$ cat config.mk
export PLATFORM = sky130hd
export DESIGN_NAME = write_queue_tx
export DESIGN_NICKNAME = d
export VERILOG_FILES = /design/src/rtl/write_queue_tx_pkg.sv /design/src/rtl/write_queue_tx_baud_gen.sv /design/src/rtl/write_queue_tx.sv
export SDC_FILE = /design/constraint.sdc
export NUM_CORES = 1
export LEC_CHECK = 0
export ABC_CLOCK_PERIOD_IN_PS = 1850
export CORE_MARGIN = 2
export CORE_UTILIZATION = 54
export DETAILED_ROUTE_END_ITERATION = 10
export PLACE_DENSITY = 0.77
export SLEW_MARGIN = 40
export SYNTH_ARGS = -nofsm -noshare
export SYNTH_HDL_FRONTEND = slang
export SYNTH_SLANG_ARGS = --single-unit
$ cat constraint.sdc
create_clock -name clk -period 1.85 [get_ports clk]
set_input_delay 0.555 -clock clk [delete_from_list [all_inputs] [get_ports clk]]
set_output_delay 0.555 -clock clk [all_outputs]
set_load 0.01 [all_outputs]
$ cat src/rtl/write_queue_tx_pkg.sv
// Shared definitions for the write-queue serial transmitter:
// state encoding and frame geometry.
package write_queue_tx_pkg;

    localparam int DATA_BITS = 8;
    localparam int IDX_W     = $clog2(DATA_BITS);

    typedef enum logic [2:0] {
        IDLE   = 3'd0,
        START  = 3'd1,
        DATA   = 3'd2,
        PARITY = 3'd3,
        STOP   = 3'd4
    } state_t;

endpackage

$ cat src/rtl/write_queue_tx_baud_gen.sv
// Bit-period timer for the write-queue transmitter. The count restarts
// from zero whenever the FSM enters a new state, and wraps on its own
// between the data bits, so every bit lasts exactly CLKS_PER_BIT cycles.
module write_queue_tx_baud_gen #(
    parameter int CLKS_PER_BIT = 104
) (
    input  logic clk,
    input  logic rst,
    input  logic restart,
    output logic bit_done
);

    localparam int CNT_W = (CLKS_PER_BIT > 1) ? $clog2(CLKS_PER_BIT) : 1;
    localparam logic [CNT_W-1:0] LAST_CNT = CNT_W'(CLKS_PER_BIT - 1);

    logic [CNT_W-1:0] cnt_reg;

    // Free-running modulo-CLKS_PER_BIT counter, cleared on reset or restart.
    always_ff @(posedge clk) begin
        if (rst || restart) begin
            cnt_reg <= '0;
        end else if (cnt_reg == LAST_CNT) begin
            cnt_reg <= '0;
        end else begin
            cnt_reg <= cnt_reg + 1'b1;
        end
    end

    assign bit_done = (cnt_reg == LAST_CNT);

endmodule

$ cat src/rtl/write_queue_tx.sv
// Write-queue serial transmitter: pops bytes from a first-word-fall-through
// queue and sends them LSB first as 8N1 frames on tx.
// Build option: define TX_PARITY_EN to insert an even-parity bit between
// D7 and STOP (frame grows from 10 to 11 bit periods).
// The pop decision is made one edge ahead so that pp_write, tx and busy can
// all come straight from flops: the pop cycle is a single IDLE cycle and the
// start bit follows on the next cycle.
module write_queue_tx
    import write_queue_tx_pkg::*;
#(
    parameter int CLKS_PER_BIT = 104
) (
    input  logic                 clk,
    input  logic                 rst,
    input  logic [DATA_BITS-1:0] in_write,
    input  logic                 em_write,
    output logic                 pp_write,
    output logic                 tx,
    output logic                 busy
);

    state_t               state_reg, state_next;
    logic [DATA_BITS-1:0] shift_reg, shift_next;
    logic [IDX_W-1:0]     idx_reg, idx_next;
    logic                 pp_reg, pp_next;
    logic                 tx_reg, tx_next;
    logic                 busy_reg, busy_next;
    logic                 restart;
    logic                 bit_done;
`ifdef TX_PARITY_EN
    logic                 parity_reg, parity_next;
`endif

    write_queue_tx_baud_gen #(
        .CLKS_PER_BIT(CLKS_PER_BIT)
    ) baud_gen (
        .clk     (clk),
        .rst     (rst),
        .restart (restart),
        .bit_done(bit_done)
    );

    // State, datapath and registered-output flops.
    always_ff @(posedge clk) begin
        if (rst) begin
            state_reg  <= IDLE;
            shift_reg  <= '0;
            idx_reg    <= '0;
            pp_reg     <= 1'b0;
            tx_reg     <= 1'b1;
            busy_reg   <= 1'b0;
`ifdef TX_PARITY_EN
            parity_reg <= 1'b0;
`endif
        end else begin
            state_reg  <= state_next;
            shift_reg  <= shift_next;
            idx_reg    <= idx_next;
            pp_reg     <= pp_next;
            tx_reg     <= tx_next;
            busy_reg   <= busy_next;
`ifdef TX_PARITY_EN
            parity_reg <= parity_next;
`endif
        end
    end

    // Next-state logic, pop decision and next values of the registered outputs.
    always_comb begin
        state_next = state_reg;
        shift_next = shift_reg;
        idx_next   = idx_reg;
        pp_next    = 1'b0;
`ifdef TX_PARITY_EN
        parity_next = parity_reg;
`endif
        case (state_reg)
            IDLE: begin
                if (pp_reg) begin
                    // Pop cycle in progress; byte already latched.
                    state_next = START;
                end else if (!em_write) begin
                    pp_next    = 1'b1;
                    shift_next = in_write;
`ifdef TX_PARITY_EN
                    parity_next = ^in_write;
`endif
                end
            end
            START: begin
                if (bit_done) begin
                    state_next = DATA;
                    idx_next   = '0;
                end
            end
            DATA: begin
                if (bit_done) begin
                    shift_next = {1'b0, shift_reg[DATA_BITS-1:1]};
                    if (idx_reg == IDX_W'(DATA_BITS - 1)) begin
`ifdef TX_PARITY_EN
                        state_next = PARITY;
`else
                        state_next = STOP;
`endif
                    end else begin
                        idx_next = idx_reg + 1'b1;
                    end
                end
            end
`ifdef TX_PARITY_EN
            PARITY: begin
                if (bit_done) begin
                    state_next = STOP;
                end
            end
`endif
            STOP: begin
                if (bit_done) begin
                    state_next = IDLE;
                    // Decide the next pop now so it lands in the single IDLE cycle.
                    if (!em_write) begin
                        pp_next    = 1'b1;
                        shift_next = in_write;
`ifdef TX_PARITY_EN
                        parity_next = ^in_write;
`endif
                    end
                end
            end
            default: begin
                state_next = IDLE;
            end
        endcase

        restart = (state_next != state_reg);

        case (state_next)
            START:   tx_next = 1'b0;
            DATA:    tx_next = shift_next[0];
`ifdef TX_PARITY_EN
            PARITY:  tx_next = parity_next;
`endif
            default: tx_next = 1'b1;
        endcase

        busy_next = (state_next != IDLE);
    end

    assign pp_write = pp_reg;
    assign tx       = tx_reg;
    assign busy     = busy_reg;

endmodule

# Yosys cells after proc, flatten, opt, wreduce, memory -nomap -nowiden
# Cells that the tools add are included.
[classes]
n_addsub = 2
n_mul = 0
div = 0
n_lt_le_gt_ge = 0
n_eq_ne = 13
n_shift = 0
n_mux = 20
n_bitwise = 0
reduce_logical = 8
[ops]
columns = ["operator", "count"]
rows = [
  ["$mux 8", 4],
  ["$mux 3", 8],
  ["$pmux 8 s3", 1],
  ["$pmux 3 s4", 1],
  ["$reduce_and 4->1", 2],
  ["$add 7x1->7 const B", 1],
  ["$eq 7x7->1 const B", 1],
  ["$eq 3x1->1 const B", 2],
  ["$eq 3x2->1 const B", 2],
  ["$eq 3x3->1 const B", 2],
  ["$ne 2x1->1 const B", 3],
  ["$pmux 3 s2", 1],
  ["$reduce_bool 3->1", 2],
  ["$ne 2x2->1 const B", 2],
  ["$pmux 1 s2", 2],
  ["$add 3x1->3 const B", 1],
  ["$logic_not 3->1", 1],
  ["$mux 1", 3],
  ["$ne 3x3->1", 1],
  ["$reduce_bool 2->1", 1],
  ["$reduce_or 2->1", 1],
  ["$logic_or 1x1->1", 1],
]
[word_totals]
ff_bits = 24
latch_bits = 0
ram_bits = 0
mem_bits_ro = 0
in_bits = 11
output_inout_bits = 3
wordCells = 51
mem_count = 0

# Longest topological paths before layout
[depth]
word_depth = 7
ltp_mapped = 6
mapped_depth_nobuf = 6

# Cells and area by module
# Synthesis repeated with hierarchy kept, for this count alone.
[unflattened]
hier_cells = 128
area_unflattened_um2 = 1123.6
[modules_own_cells]
columns = ["module", "instances", "cells_per_inst", "area_each_um2", "seq_area_each_um2"]
rows = [
  ["write_queue_tx", 1, 94, 820.8, 340.3],
  ["write_queue_tx_baud_gen", 1, 34, 302.8, 140.1],
]

# Worst setup path before layout
# OpenSTA, ideal clock, no wires.
[synth_timing]
path_kind = "reg-to-reg"
startpoint = "reg state_reg[0]"
endpoint = "reg shift_reg[1]"
setup_time_ps = 117
arrival_time_ps = 1494
t_required_ps = 1733
slack_ps = 239
path_stages_with_launch = 6
n_path_buf = 2
synth_period_minus_slack_ps = 1611
path_cell_list = "dfxtp_1 > buf_6 > or4_4 > buf_6 > o221a_4 > a22o_1"
[synth_via]
elab_chain_cells = 3
word_cells_on_any_way = 9
cone_classes = "eq/ne: 5; mux: 1; reduce/logical: 3"
[synth_lines]
columns = ["element", "line_no", "text"]
rows = [
  ["start: declaration", "write_queue_tx.sv:22", "state_t state_reg, state_next;"],
  ["start signal: assignment", "write_queue_tx.sv:56", "state_reg <= state_next;"],
  ["$eq 3x2->1 (tied with other cells)", "write_queue_tx.sv:77", "case (state_reg)"],
  ["$ne 2x1->1 (no line) (tied with other cells)", "n/a", ""],
  ["$reduce_and 4->1 (no line)", "n/a", ""],
  ["end signal: assignment", "write_queue_tx.sv:57", "shift_reg <= shift_next;"],
  ["end: declaration", "write_queue_tx.sv:23", "logic [DATA_BITS-1:0] shift_reg, shift_next;"],
]
# Parallel ways exist; a longest one is shown, timed or not.
# A chain may end at the register's enable or synchronous reset.

# Final worst setup path
[layout_timing]
startpoint = "reg pp_reg, in the netlist pp_write"
endpoint = "out pp_write"
[layout_rtl]
columns = ["element", "line_no", "text"]
rows = [
  ["start: declaration", "write_queue_tx.sv:25", "logic pp_reg, pp_next;"],
  ["start signal: assignment", "write_queue_tx.sv:59", "pp_reg <= pp_next;"],
  ["end: declaration", "write_queue_tx.sv:17", "output logic pp_write,"],
]
# No word-level cell between the ends.

==> run metrics <==
Worst-Skew Late Latency=0.31 ns; n_diodes=0; Warnings, synthesis=0; Via density=6.17; Die Span X=about 52 um; Clock Tree Buf Depth=2; max FFs per register=8; Detailed Place HPWL=1.99 mm; Final WS setup=0.0498 ns; post-DR wirelength/cell=14.7 um; GRT Overall Usage=22.2%; layout cells sized above 1=12.9%; first-pass GRT wire length=around 4.5 mm; die height=51.8 um; static leakage=0.527 nW; final count of negative-setup-slack endpoints=0; Seq/Total Area, Yosys=38.9%; syn_nets=between 150 and 200; Worst path max stage delay=between 0.5 and 0.6 ns; Cell Area, Synth=1230 um2; Hold Crit Depth=2; Post-Syn Instances=137; DR pass1 iterations=4; M1 GR Usage=between 20% and 30%; FMAX=roughly 560 MHz; worst path required time=1.29 ns; min-delay src=idx_reg[2]$_SDFFE_PP0P_; die area=2680 um2; startpoint types=flop; met3 GRT Util=3.16%; Worst Path Buf+Inv=1; final worst path period share=97.3%; total negative slack=0 ns; worst slack, placed=-0.221 ns; I/O pin cnt=14; Slew @ Worst Pin=0.375 ns; cell area power density=671 nW/um2; Clk pin slew, worst setup/hold paths=between 0.1 and 0.15 ns; drt first-iter violations=32; Routed Antenna Nets=0; GPL Wtd Cong=0.869; root buffer cell=clkbuf_4; H-tree depth=1; largest net degree at the start of global routing=14; outcome=finished, final reports clean; delay-heaviest family, CP=buffers and inverters; clock sink count=24; core area=2190 um2; slew margin rel.=75.0%; fin nets=170; Synth Area per Inst=between 9 and 10 um2; CTS tree=done; crit path kind=reg -> out; post-route DRC violation count=0; RR Startpoint=baud_gen.cnt_reg[0]$_SDFF_PP0_; crit-path cells=clkdlybuf4s50_1; GR peak layer=met2; Synth Register Bits=24; vias in the first global route=between 1000 and 1500; Design Area, Final=1460 um2; Power, Total=0.982 mW; CTS Buf Count=3; HP Class=reg -> reg; # rows=17; Critical Path End Type=output port; FF-to-FF setup slack=0.10 ns; met2 usage=36.1%; Final Hold Vio Count=0; post-synthesis async set-or-reset flop share=0%; critical path arrival=1.25 ns; reg2reg end=tx$_SDFF_PP1_; count of cell types in the netlist=39; Slowest-stage cell, CP=clkdlybuf4s50_1; most used flip-flop cell after synthesis=dfxtp_1; r2r worst-path depth=5; initial antenna violation count=0; Worst Skew=~0.0046 ns; fin crit period=1.80 ns; PortBufs=13; dpl cell area=1420 um2; maximum vdd drop=0.000558 V; RSZ-0062 raised after global routing=false; MaxCap Viol Count=0; WL final=2.69 mm; crit-path max FO=6; Starting Density=56.3%; via count=roughly 1100; WHS Endpoint=idx_reg[2]$_SDFFE_PP0P_; max-slew violation count=0; GRT Residual Overflow=0; Post-synth EDFFs=0; Area Growth Syn to Fin=18.6%; # fillers=about 190
==> synthesized netlist by cell type, drive strengths merged, types with 3 or more instances <==
master,instances,area (um2)
buf,5,37.5
a221oi,5,43.8
nor3b,9,72.6
ha,3,37.5
nor2b,3,18.8
a211oi,3,22.5
dfxtp,24,480
clkbuf,3,11.3
o2bb2ai,5,43.8
nor2,10,37.5
inv,6,22.5
xor2,3,26.3
nand3,7,35.0
a21oi,8,40.0
nand2,12,45.0
==> layout make-up <==
class | instances | area (um2) | share of cell area [%]
multi-input cells | 99 | 689 | 47.1
flip-flops and latches | 24 | 482 | 32.9
repair buffers | 22 | 198 | 13.5
clock buffers | 4 | 36.3 | 2.48
well taps | 28 | 35.0 | 2.40
inverters | 6 | 22.5 | 1.54
==> cells in the final DEF (no fill, tap or decap), types with 3 or more instances in the layout <==
cell type and instances:
dfxtp_1 23, clkdlybuf4s50_1 13, nand2_1 12, nor2_1 10
buf_4 9, a21oi_1 8, nor3b_1 8, nand3_1 7
inv_1 6, a221oi_1 5, o2bb2ai_1 5, a211oi_1 3
xor2_1 3, nor2b_1 3, ha_1 3, clkbuf_4 3
==> layer usage <==
layer	part of all wire, %	up-vias
li1	-	552
met3	3.4	7
met5	0	-
met2	47	32
met1	47	539
met4	2.1	0
==> repair_timing <==
action | 4_1_cts | 5_1_grt
resized for setup | 1 | 2
hold buffers | 0 | 0
setup endpoints to repair | 1 | 5
buffers inserted | 0 | 0
==> where the power goes <==
group          total [mW]  switching, mW  internal [mW]
Sequential          0.563         0.0191          0.544
Clock               0.272          0.152          0.120
Combinational       0.147         0.0706         0.0765
==> cells by family after synthesis <==
group | after synthesis | synth area share, %
AND/OR/NAND/NOR | 51 | 22.9
AO/OA/AOI/OAI | 39 | 25.0
flip-flops | 24 | 38.9
buffers and inverters | 14 | 5.78
XOR/XNOR | 5 | 3.55
adder cells (fa/ha/maj) | 3 | 3.04
multiplexers | 1 | 0.811
==> how the worst max path moves through the flow <==
stage,slack (ns),start,cells past startpoint,endpoint
2_1_floorplan,0.24,state_reg[0]$_SDFF_PP0_,5,shift_reg[1]$_SDFFE_PP0P_
3_3_place_gp,-0.19,em_write,5,shift_reg[1]$_SDFFE_PP0P_
6_report,0.05,pp_write$_SDFF_PP0_,1,pp_write
5_1_grt,0.009,baud_gen.cnt_reg[0]$_SDFF_PP0_,5,tx$_SDFF_PP1_
3_5_place_dp,-0.22,em_write,5,shift_reg[1]$_SDFFE_PP0P_
4_1_cts,0.05,baud_gen.cnt_reg[0]$_SDFF_PP0_,5,shift_reg[1]$_SDFFE_PP0P_
==> per-stage QoR <==
stage,utilization (%),hold slack (ns),instances
after CTS,66.4,0.469,183
after floorplan,-,0.418,137
after detailed placement,64.7,0.447,179
final,66.8,0.466,183
after global routing,66.8,0.479,183
after global placement,64.7,0.430,179
(Power assumes the default switching activity.)
